**src/rtl/crush_controller_if.sv**
```systemverilog
// Codec-side bundle for the crush controller: sample handshake, controls and status.
// The controller connects through the slave modport; the codec/driver side uses master.
interface crush_controller_if;
  logic        enable;
  logic        depth_up;
  logic        depth_down;
  logic [2:0]  rate_sel;
  logic        audio_in_available;
  logic        audio_out_allowed;
  logic [31:0] l_audio_in;
  logic [31:0] r_audio_in;
  logic        read_audio_in;
  logic        write_audio_out;
  logic [31:0] l_audio_out;
  logic [31:0] r_audio_out;
  logic [4:0]  crush_bits;
  logic        busy;

  modport master (
    output enable, depth_up, depth_down, rate_sel,
           audio_in_available, audio_out_allowed, l_audio_in, r_audio_in,
    input  read_audio_in, write_audio_out, l_audio_out, r_audio_out,
           crush_bits, busy
  );

  modport slave (
    input  enable, depth_up, depth_down, rate_sel,
           audio_in_available, audio_out_allowed, l_audio_in, r_audio_in,
    output read_audio_in, write_audio_out, l_audio_out, r_audio_out,
           crush_bits, busy
  );
endinterface

```
**src/rtl/crush_controller.sv**
```systemverilog
// Bit-crush + sample-hold decimator, one stereo sample in flight; read at t, write at t+2.
// Output backpressure parks the FSM in WRITE with outputs held; input is only popped when output can accept.
module crush_controller #(
  parameter int DEPTH_DEFAULT = 8,
  parameter int DEPTH_MAX     = 24
) (
  input  logic             clk,
  input  logic             reset_n,
  crush_controller_if.slave bus
);

  typedef enum logic [1:0] {IDLE, PROC, WRITE} state_t;

  typedef struct packed {
    logic [31:0] l;
    logic [31:0] r;
  } sample_t;

  localparam logic [4:0]  DEPTH_RST = 5'(DEPTH_DEFAULT);
  localparam logic [4:0]  DEPTH_TOP = 5'(DEPTH_MAX);
  localparam logic [31:0] ONES      = '1;

  state_t      state_q, state_d;
  sample_t     in_q, in_d;
  sample_t     out_q, out_d;
  sample_t     held_q, held_d;
  logic [2:0]  cnt_q, cnt_d;
  logic [4:0]  depth_q, depth_d;
  logic        rd, wr;
  logic [31:0] mask;
  sample_t     crushed;

  assign mask      = ONES << depth_q;
  assign crushed.l = in_q.l & mask;
  assign crushed.r = in_q.r & mask;

  always_comb begin
    state_d = state_q;
    in_d    = in_q;
    out_d   = out_q;
    held_d  = held_q;
    cnt_d   = cnt_q;
    rd      = 1'b0;
    wr      = 1'b0;
    case (state_q)
      IDLE: begin
        if (bus.audio_in_available && bus.audio_out_allowed) begin
          rd      = 1'b1;
          in_d.l  = bus.l_audio_in;
          in_d.r  = bus.r_audio_in;
          state_d = PROC;
        end
      end
      PROC: begin
        if (!bus.enable) begin
          out_d  = in_q;
          held_d = in_q;
          cnt_d  = 3'd0;
        end else if (cnt_q == 3'd0) begin
          out_d  = crushed;
          held_d = crushed;
          cnt_d  = bus.rate_sel;
        end else begin
          out_d  = held_q;
          cnt_d  = cnt_q - 3'd1;
        end
        state_d = WRITE;
      end
      WRITE: begin
        if (bus.audio_out_allowed) begin
          wr      = 1'b1;
          state_d = IDLE;
        end
      end
      default: state_d = IDLE;
    endcase
  end

  // Simultaneous up/down cancel; each direction saturates at its bound.
  always_comb begin
    depth_d = depth_q;
    if (bus.depth_up && !bus.depth_down && depth_q != DEPTH_TOP)
      depth_d = depth_q + 5'd1;
    else if (bus.depth_down && !bus.depth_up && depth_q != 5'd0)
      depth_d = depth_q - 5'd1;
  end

  always_ff @(posedge clk or negedge reset_n) begin
    if (!reset_n) begin
      state_q <= IDLE;
      in_q    <= '0;
      out_q   <= '0;
      held_q  <= '0;
      cnt_q   <= 3'd0;
      depth_q <= DEPTH_RST;
    end else begin
      state_q <= state_d;
      in_q    <= in_d;
      out_q   <= out_d;
      held_q  <= held_d;
      cnt_q   <= cnt_d;
      depth_q <= depth_d;
    end
  end

  assign bus.read_audio_in   = rd;
  assign bus.write_audio_out = wr;
  assign bus.l_audio_out     = out_q.l;
  assign bus.r_audio_out     = out_q.r;
  assign bus.crush_bits      = depth_q;
  assign bus.busy            = (state_q != IDLE);

endmodule

```
**src/flat_wrapper.sv**
```systemverilog
// flat-port wrapper written by rule: the top's interface ports become plain ports
module crush_controller_flat 
#(
  parameter int DEPTH_DEFAULT = 8,
  parameter int DEPTH_MAX     = 24
)
  (clk, reset_n, bus_enable, bus_depth_up, bus_depth_down, bus_rate_sel, bus_audio_in_available, bus_audio_out_allowed, bus_l_audio_in, bus_r_audio_in, bus_read_audio_in, bus_write_audio_out, bus_l_audio_out, bus_r_audio_out, bus_crush_bits, bus_busy);
  crush_controller_if bus_i ();
  input  logic clk;
  input  logic reset_n;
  input wire logic [$bits(bus_i.enable)-1:0] bus_enable;
  input wire logic [$bits(bus_i.depth_up)-1:0] bus_depth_up;
  input wire logic [$bits(bus_i.depth_down)-1:0] bus_depth_down;
  input wire logic [$bits(bus_i.rate_sel)-1:0] bus_rate_sel;
  input wire logic [$bits(bus_i.audio_in_available)-1:0] bus_audio_in_available;
  input wire logic [$bits(bus_i.audio_out_allowed)-1:0] bus_audio_out_allowed;
  input wire logic [$bits(bus_i.l_audio_in)-1:0] bus_l_audio_in;
  input wire logic [$bits(bus_i.r_audio_in)-1:0] bus_r_audio_in;
  output wire logic [$bits(bus_i.read_audio_in)-1:0] bus_read_audio_in;
  output wire logic [$bits(bus_i.write_audio_out)-1:0] bus_write_audio_out;
  output wire logic [$bits(bus_i.l_audio_out)-1:0] bus_l_audio_out;
  output wire logic [$bits(bus_i.r_audio_out)-1:0] bus_r_audio_out;
  output wire logic [$bits(bus_i.crush_bits)-1:0] bus_crush_bits;
  output wire logic [$bits(bus_i.busy)-1:0] bus_busy;
  assign bus_i.enable = bus_enable;
  assign bus_i.depth_up = bus_depth_up;
  assign bus_i.depth_down = bus_depth_down;
  assign bus_i.rate_sel = bus_rate_sel;
  assign bus_i.audio_in_available = bus_audio_in_available;
  assign bus_i.audio_out_allowed = bus_audio_out_allowed;
  assign bus_i.l_audio_in = bus_l_audio_in;
  assign bus_i.r_audio_in = bus_r_audio_in;
  assign bus_read_audio_in = bus_i.read_audio_in;
  assign bus_write_audio_out = bus_i.write_audio_out;
  assign bus_l_audio_out = bus_i.l_audio_out;
  assign bus_r_audio_out = bus_i.r_audio_out;
  assign bus_crush_bits = bus_i.crush_bits;
  assign bus_busy = bus_i.busy;
  crush_controller #(.DEPTH_DEFAULT(DEPTH_DEFAULT), .DEPTH_MAX(DEPTH_MAX)) u_core (.clk(clk), .reset_n(reset_n), .bus(bus_i));
endmodule
```
**config.mk**
```make
export PLATFORM = sky130hd
export DESIGN_NAME = crush_controller_flat
export DESIGN_NICKNAME = d
export VERILOG_FILES = /design/src/rtl/crush_controller_if.sv /design/src/rtl/crush_controller.sv /design/src/flat_wrapper.sv
export SDC_FILE = /design/constraint.sdc
export NUM_CORES = 1
export LEC_CHECK = 0
export CAP_MARGIN = 25
export CELL_PAD_IN_SITES_DETAIL_PLACEMENT = 0
export CELL_PAD_IN_SITES_GLOBAL_PLACEMENT = 1
export CORE_MARGIN = 5
export CORE_UTILIZATION = 34
export DETAILED_ROUTE_END_ITERATION = 10
export PLACE_DENSITY = 0.76
export SLEW_MARGIN = 25
export SYNTH_ARGS = -nofsm -noshare
export SYNTH_HDL_FRONTEND = slang
export SYNTH_SLANG_ARGS = --single-unit
```
**constraint.sdc**
```tcl
create_clock -name clk -period 2.47 [get_ports clk]
set_clock_uncertainty 0.2 [all_clocks]
set_input_delay 0.3705 -clock clk [delete_from_list [all_inputs] [get_ports clk]]
set_output_delay 0.3705 -clock clk [all_outputs]
set_load 0.05 [all_outputs]
```
Yosys cells after proc, flatten, opt, wreduce, memory -nomap -nowiden
Index checks and enable logic that the tools add are counted.
- add/sub/neg operators: 3
- mux-type cells: 13
- shift operators: 1
- equal/unequal tests: 6
- bitwise gates (word level): 2
- reduce and logical (&&, ||, !) cells: 15
- operator list (cell ; count):
    2-to-1 mux 64 bit ; 2
    AND 32 bit ; 2
    left shift 32 x 5 -> 32 bit (first input constant) ; 1
    2-to-1 mux 5 bit ; 2
    2-to-1 mux 3 bit ; 2
    case mux 2 bit (3 select lines) ; 1
    AND reduction 2 bit ; 3
    adder 5 x 1 -> 5 bit (second input constant) ; 1
    logical AND 1 bit ; 5
    inequality test 5 bit (second input constant) ; 1
    nonzero test 5 bit ; 1
    subtractor 5 x 1 -> 5 bit (second input constant) ; 1
    2-to-1 mux 1 bit ; 4
    2-to-1 mux 2 bit ; 2
    inequality test 2 x 1 -> 1 bit (second input constant) ; 2
    nonzero test 2 bit ; 2
    logical NOT 3 bit ; 1
    subtractor 3 x 1 -> 3 bit (second input constant) ; 1
    equality test 2 x 1 -> 1 bit (second input constant) ; 1
    equality test 2 bit (second input constant) ; 1
    logical NOT 1 bit ; 2
    logical NOT 2 bit ; 1
    inequality test 2 bit (second input constant) ; 1
- input bits: 74
- output and inout bits: 72
- register bits: 138

Longest topological paths before layout
Gate-level depths: netlist (run 1).
- word-level depth: 5
- mapped depth: 9
- gate-level depth less buffers: 7

Least setup slack after synthesis (run 1)
No wires, ideal clock.
- kind: register -> register
- from: register u_core.depth_q[1], in the netlist u_core.bus.crush_bits[1]
- to: register u_core.depth_q[4], in the netlist u_core.bus.crush_bits[4]
- data arrival time: 2.456 ns
- path buffers: 1
- data required time: 2.191 ns
- path slack: -0.266 ns
- setup time: 0.079 ns
- stages on the path, launching flop included: 9
- path through: dfrtp_1 > buf_2 > or3_4 > o21ai_4 > ha_1 > a21o_1 > a21oi_1 > mux2i_1 > xor2_1
- cells in the longest elaborated chain, start to end: 3
- elaborated cells on any way between the ends: 9
- classes of those cells: 2 x add/sub; 1 x eq/ne; 2 x mux; 4 x reduce/logical
- ends and longest elaborated chain (element ; RTL line ; source):
    from (decl) ; crush_controller.sv:28 ; logic [4:0] depth_q, depth_d;
    from (signal assigned) ; crush_controller.sv:102 ; depth_q <= depth_d;
    subtractor 5 x 1 -> 5 bit, or another cell as far along ; crush_controller.sv:85 ; depth_d = depth_q - 5'd1;
    2-to-1 mux 5 bit, or another cell as far along ; crush_controller.sv:84 ; else if (bus.depth_down && !bus.depth_up && depth_q != 5'd0)
    2-to-1 mux 5 bit / nonzero test 2 bit (equally long branches) ; -- ;
Several ways; a longest one is shown, not always the timed one. The select of a mux whose other input is x is not followed.
A chain may end at the register's enable or synchronous reset.

Final worst setup path (run 1)
- from: register u_core.depth_q[0], in the netlist u_core.bus.crush_bits[0]
- to: output port bus_crush_bits[0]
- RTL lines (element ; RTL line ; source):
    to (decl) ; flat_wrapper.sv:23 ; output wire logic [$bits(bus_i.crush_bits)-1:0] bus_crush_bits;
No word-level cell between the ends.

==> results of run 1 <==
## per-layer routing
metal,part of all wire,vias up,GRT usage
met5,0,-,0
met4,0.012,0,0.04284
met3,0.065,15,0.05896
met2,0.49,111,0.2571
met1,0.43,2163,0.1959
li1,-,2056,-
## cell families (layout without fill, tap and decap cells)
logic type | Yosys count | count (layout) | share of synthesized area
compound gates | 71 | 71 | 0.07880
xor+xnor | 4 | 4 | 0.006046
fa+ha+maj | 6 | 6 | 0.01425
buf+inv | 37 | 205 | 0.03540
flops | 138 | 138 | 0.5961
mux | 66 | 66 | 0.1278
simple gates | 193 | 193 | 0.1416
## critical path, delay by kind of cell (launching register included)
family / cells / cell delay, ns
flip-flops: 1 / 0.35
buffers and inverters: 2 / 1.06
## report_power, final
part	internal, mW	switching, mW
Sequential	3.11	0.466
Clock	1.49	0.985
Combinational	1.86	3.32
## flip-flops by register name, indices dropped and copies added (netlist names)
register and cells:
u_core.state_q 2, u_core.bus.crush_bits 5, u_core.bus.l_audio_out 32, u_core.cnt_q 3, u_core.in_q 64, u_core.bus.r_audio_out 32
## through the flow
step / TNS [ns] / power, mW / util / std cells
2_1_floorplan: -0.07765 / 6.952 / - / 515
3_3_place_gp: -0.03308 / 8.739 / 0.4584 / 870
3_5_place_dp: -0.1437 / 8.864 / 0.4584 / 870
4_1_cts: 0 / 11.39 / 0.4936 / 903
5_1_grt: 0 / 11.87 / 0.4936 / 903
6_report: 0 / 11.24 / 0.4936 / 903
## path summary, 6_finish.rpt
| check | to | depth (start not counted) |
|---|---|---|
| min reg2reg | u_core.bus.r_audio_out[29] | 2 |
| max in group asynchronous | u_core.in_q[14] | 3 |
| min in group asynchronous | u_core.in_q[19] | 2 |
| max | bus_crush_bits[0] | 2 |
| min | u_core.bus.r_audio_out[29] | 2 |
| max reg2reg | u_core.bus.crush_bits[4] | 8 |
## cells in the mapped netlist (3+ instances only)
master	count	area (um2)
dfrtp_1	137	3428
nand2_1	126	473.0
mux2_2	64	720.7
nand3_1	37	185.2
o21ai_0	28	140.1
nor2_1	15	56.30
a21oi_1	14	70.07
buf_2	11	55.05
clkbuf_1	11	41.29
a22o_1	9	78.83
inv_1	7	26.28
buf_6	6	67.56
ha_1	5	62.56
a21o_1	4	30.03
nand2b_1	3	18.77
nor2b_1	3	18.77
o22ai_1	3	18.77
xor2_1	3	26.28
## cell type report
class / count / area share
Tap cell: 220 / 0.03351
Multi-Input combinational cell: 340 / 0.2656
Timing Repair Buffer: 166 / 0.2067
Clock inverter: 13 / 0.01751
Sequential cell: 138 / 0.4208
Inverter: 7 / 0.003198
Clock buffer: 19 / 0.05270
## what timing repair did
action                    CTS  global route
setup buffers               0             0
hold endpoints to repair   55             0
hold buffers                1             0
==> reports/qor.txt, run 1 <==
status = completed
clock latency on the worst-skew pair = 0.42 ns
Post-synth ARST share = 1.000
arrival time at the worst endpoint = 1.84 ns
Max Slew Vio Count = 0
Worst setup EP type = output pin
Area after DPL = 7629 um2
Period Utilization, post-route = 0.9741
DRT Pass-1 Iters = 4
pin count of the biggest net entering global routing = 59
crit path kind = flop to output pin
first-pass GRT wire length = 24400 um
CTS tree = built
Die ar. = 19760 um2
Hold Path Origin = u_core.bus.r_audio_out[29]
Initial Util = 0.3482
CP max FO = 11
highest-count cells in the layout ignoring fill and taps = clkdlybuf4s50_1, dfrtp_1, nand2_1
synth unique cells = 44
Core Box Area = 16640 um2
Area growth, synth to finish = 41.75%
fraction of layout cells with a size suffix above 1 = 0.2020
GRT Total Usage = 0.1571
Vias = 4345
EDFF count, synth = 0
post-route ant nets = 0
I/O pins = 146
Detailed Route WL = 15030 um
Via density = 4.812
register area share after synthesis = 0.5961
HP Class = flop to flop
fill cell count = 1499
Req. time, crit path = 1.90 ns
min Tclk post-route = 2.406 ns
crit path cell chain = buf_4 > clkdlybuf4s50_1
Slowest cell on crit path = clkdlybuf4s50_1
Post-Syn Nets = 595
Post-synth top flop = dfrtp_1
CP startpoint = u_core.bus.crush_bits[0]
Max stage delay on crit path = 0.86 ns
Hold WS = 0.2624 ns
final hold vios = 0
CTS sink cnt = 138
RSZ-0062 raised after global routing = no
Leakage = 3.621 nW
final net count = 750
Slew Limit Headroom = 0.5882
drt initial violations = 200
Mapped Avg Cell Area = 11.25 um2
H-tree levels = 4
initial antenna violation count = 0
Reg-to-Reg Start = u_core.bus.crush_bits[1]
grt ovf = 0
Mapped Area = 5796 um2
Clock transition at path regs = 0.06 ns
Die Ht = 140.6 um
FP Rows = 47
max-cap violation count = 0
Final HPWL DP = 10690 um
diode count = 0
DIE WIDTH = 140.6 um
Design Area, Final = 8215 um2
count of input and output buffers = 145
storage element area = 3457 um2
R2R setup slack = 0.19 ns
cells after synthesis = 515
pre-CTS setup slack = -0.1437 ns
CP startpoint kind = flop
Tightest Pin Transition = 0.6100 ns
Synth warnings = 0
routed wire length per instance = 16.64 um
CTS-repair resized insts = 0
gpl congestion = 0.7607
vias in the first global route = 4595
commonest non-fill, non-tap cell in the layout = clkdlybuf4s50_1
multi-input logic area = 2182 um2
CTS Buf Count = 17
root buf cell = clkbuf_16
Peak VDD IR = 700.3 uV
DRC = 0
clk buf depth = 2
synthesized flop and latch total = 138
endpoints failing setup = 0
post-route setup slack = 0.06403 ns
PD cells = 1368 nW/um2
FMAX = 415.6 MHz
No activity file was read; power rests on OpenSTA's default activity.
==> inputs of run 2 (changes only) <==
--- a/config.mk
+++ b/config.mk
@@ -10,6 +10,7 @@
 export CELL_PAD_IN_SITES_GLOBAL_PLACEMENT = 1
 export CORE_MARGIN = 5
 export CORE_UTILIZATION = 34
+export CTS_CLUSTER_SIZE = 14
 export DETAILED_ROUTE_END_ITERATION = 10
 export PLACE_DENSITY = 0.76
 export SLEW_MARGIN = 25
==> results of run 2 <==
No change in the layout: final DEF, timing and power equal those of run 1.
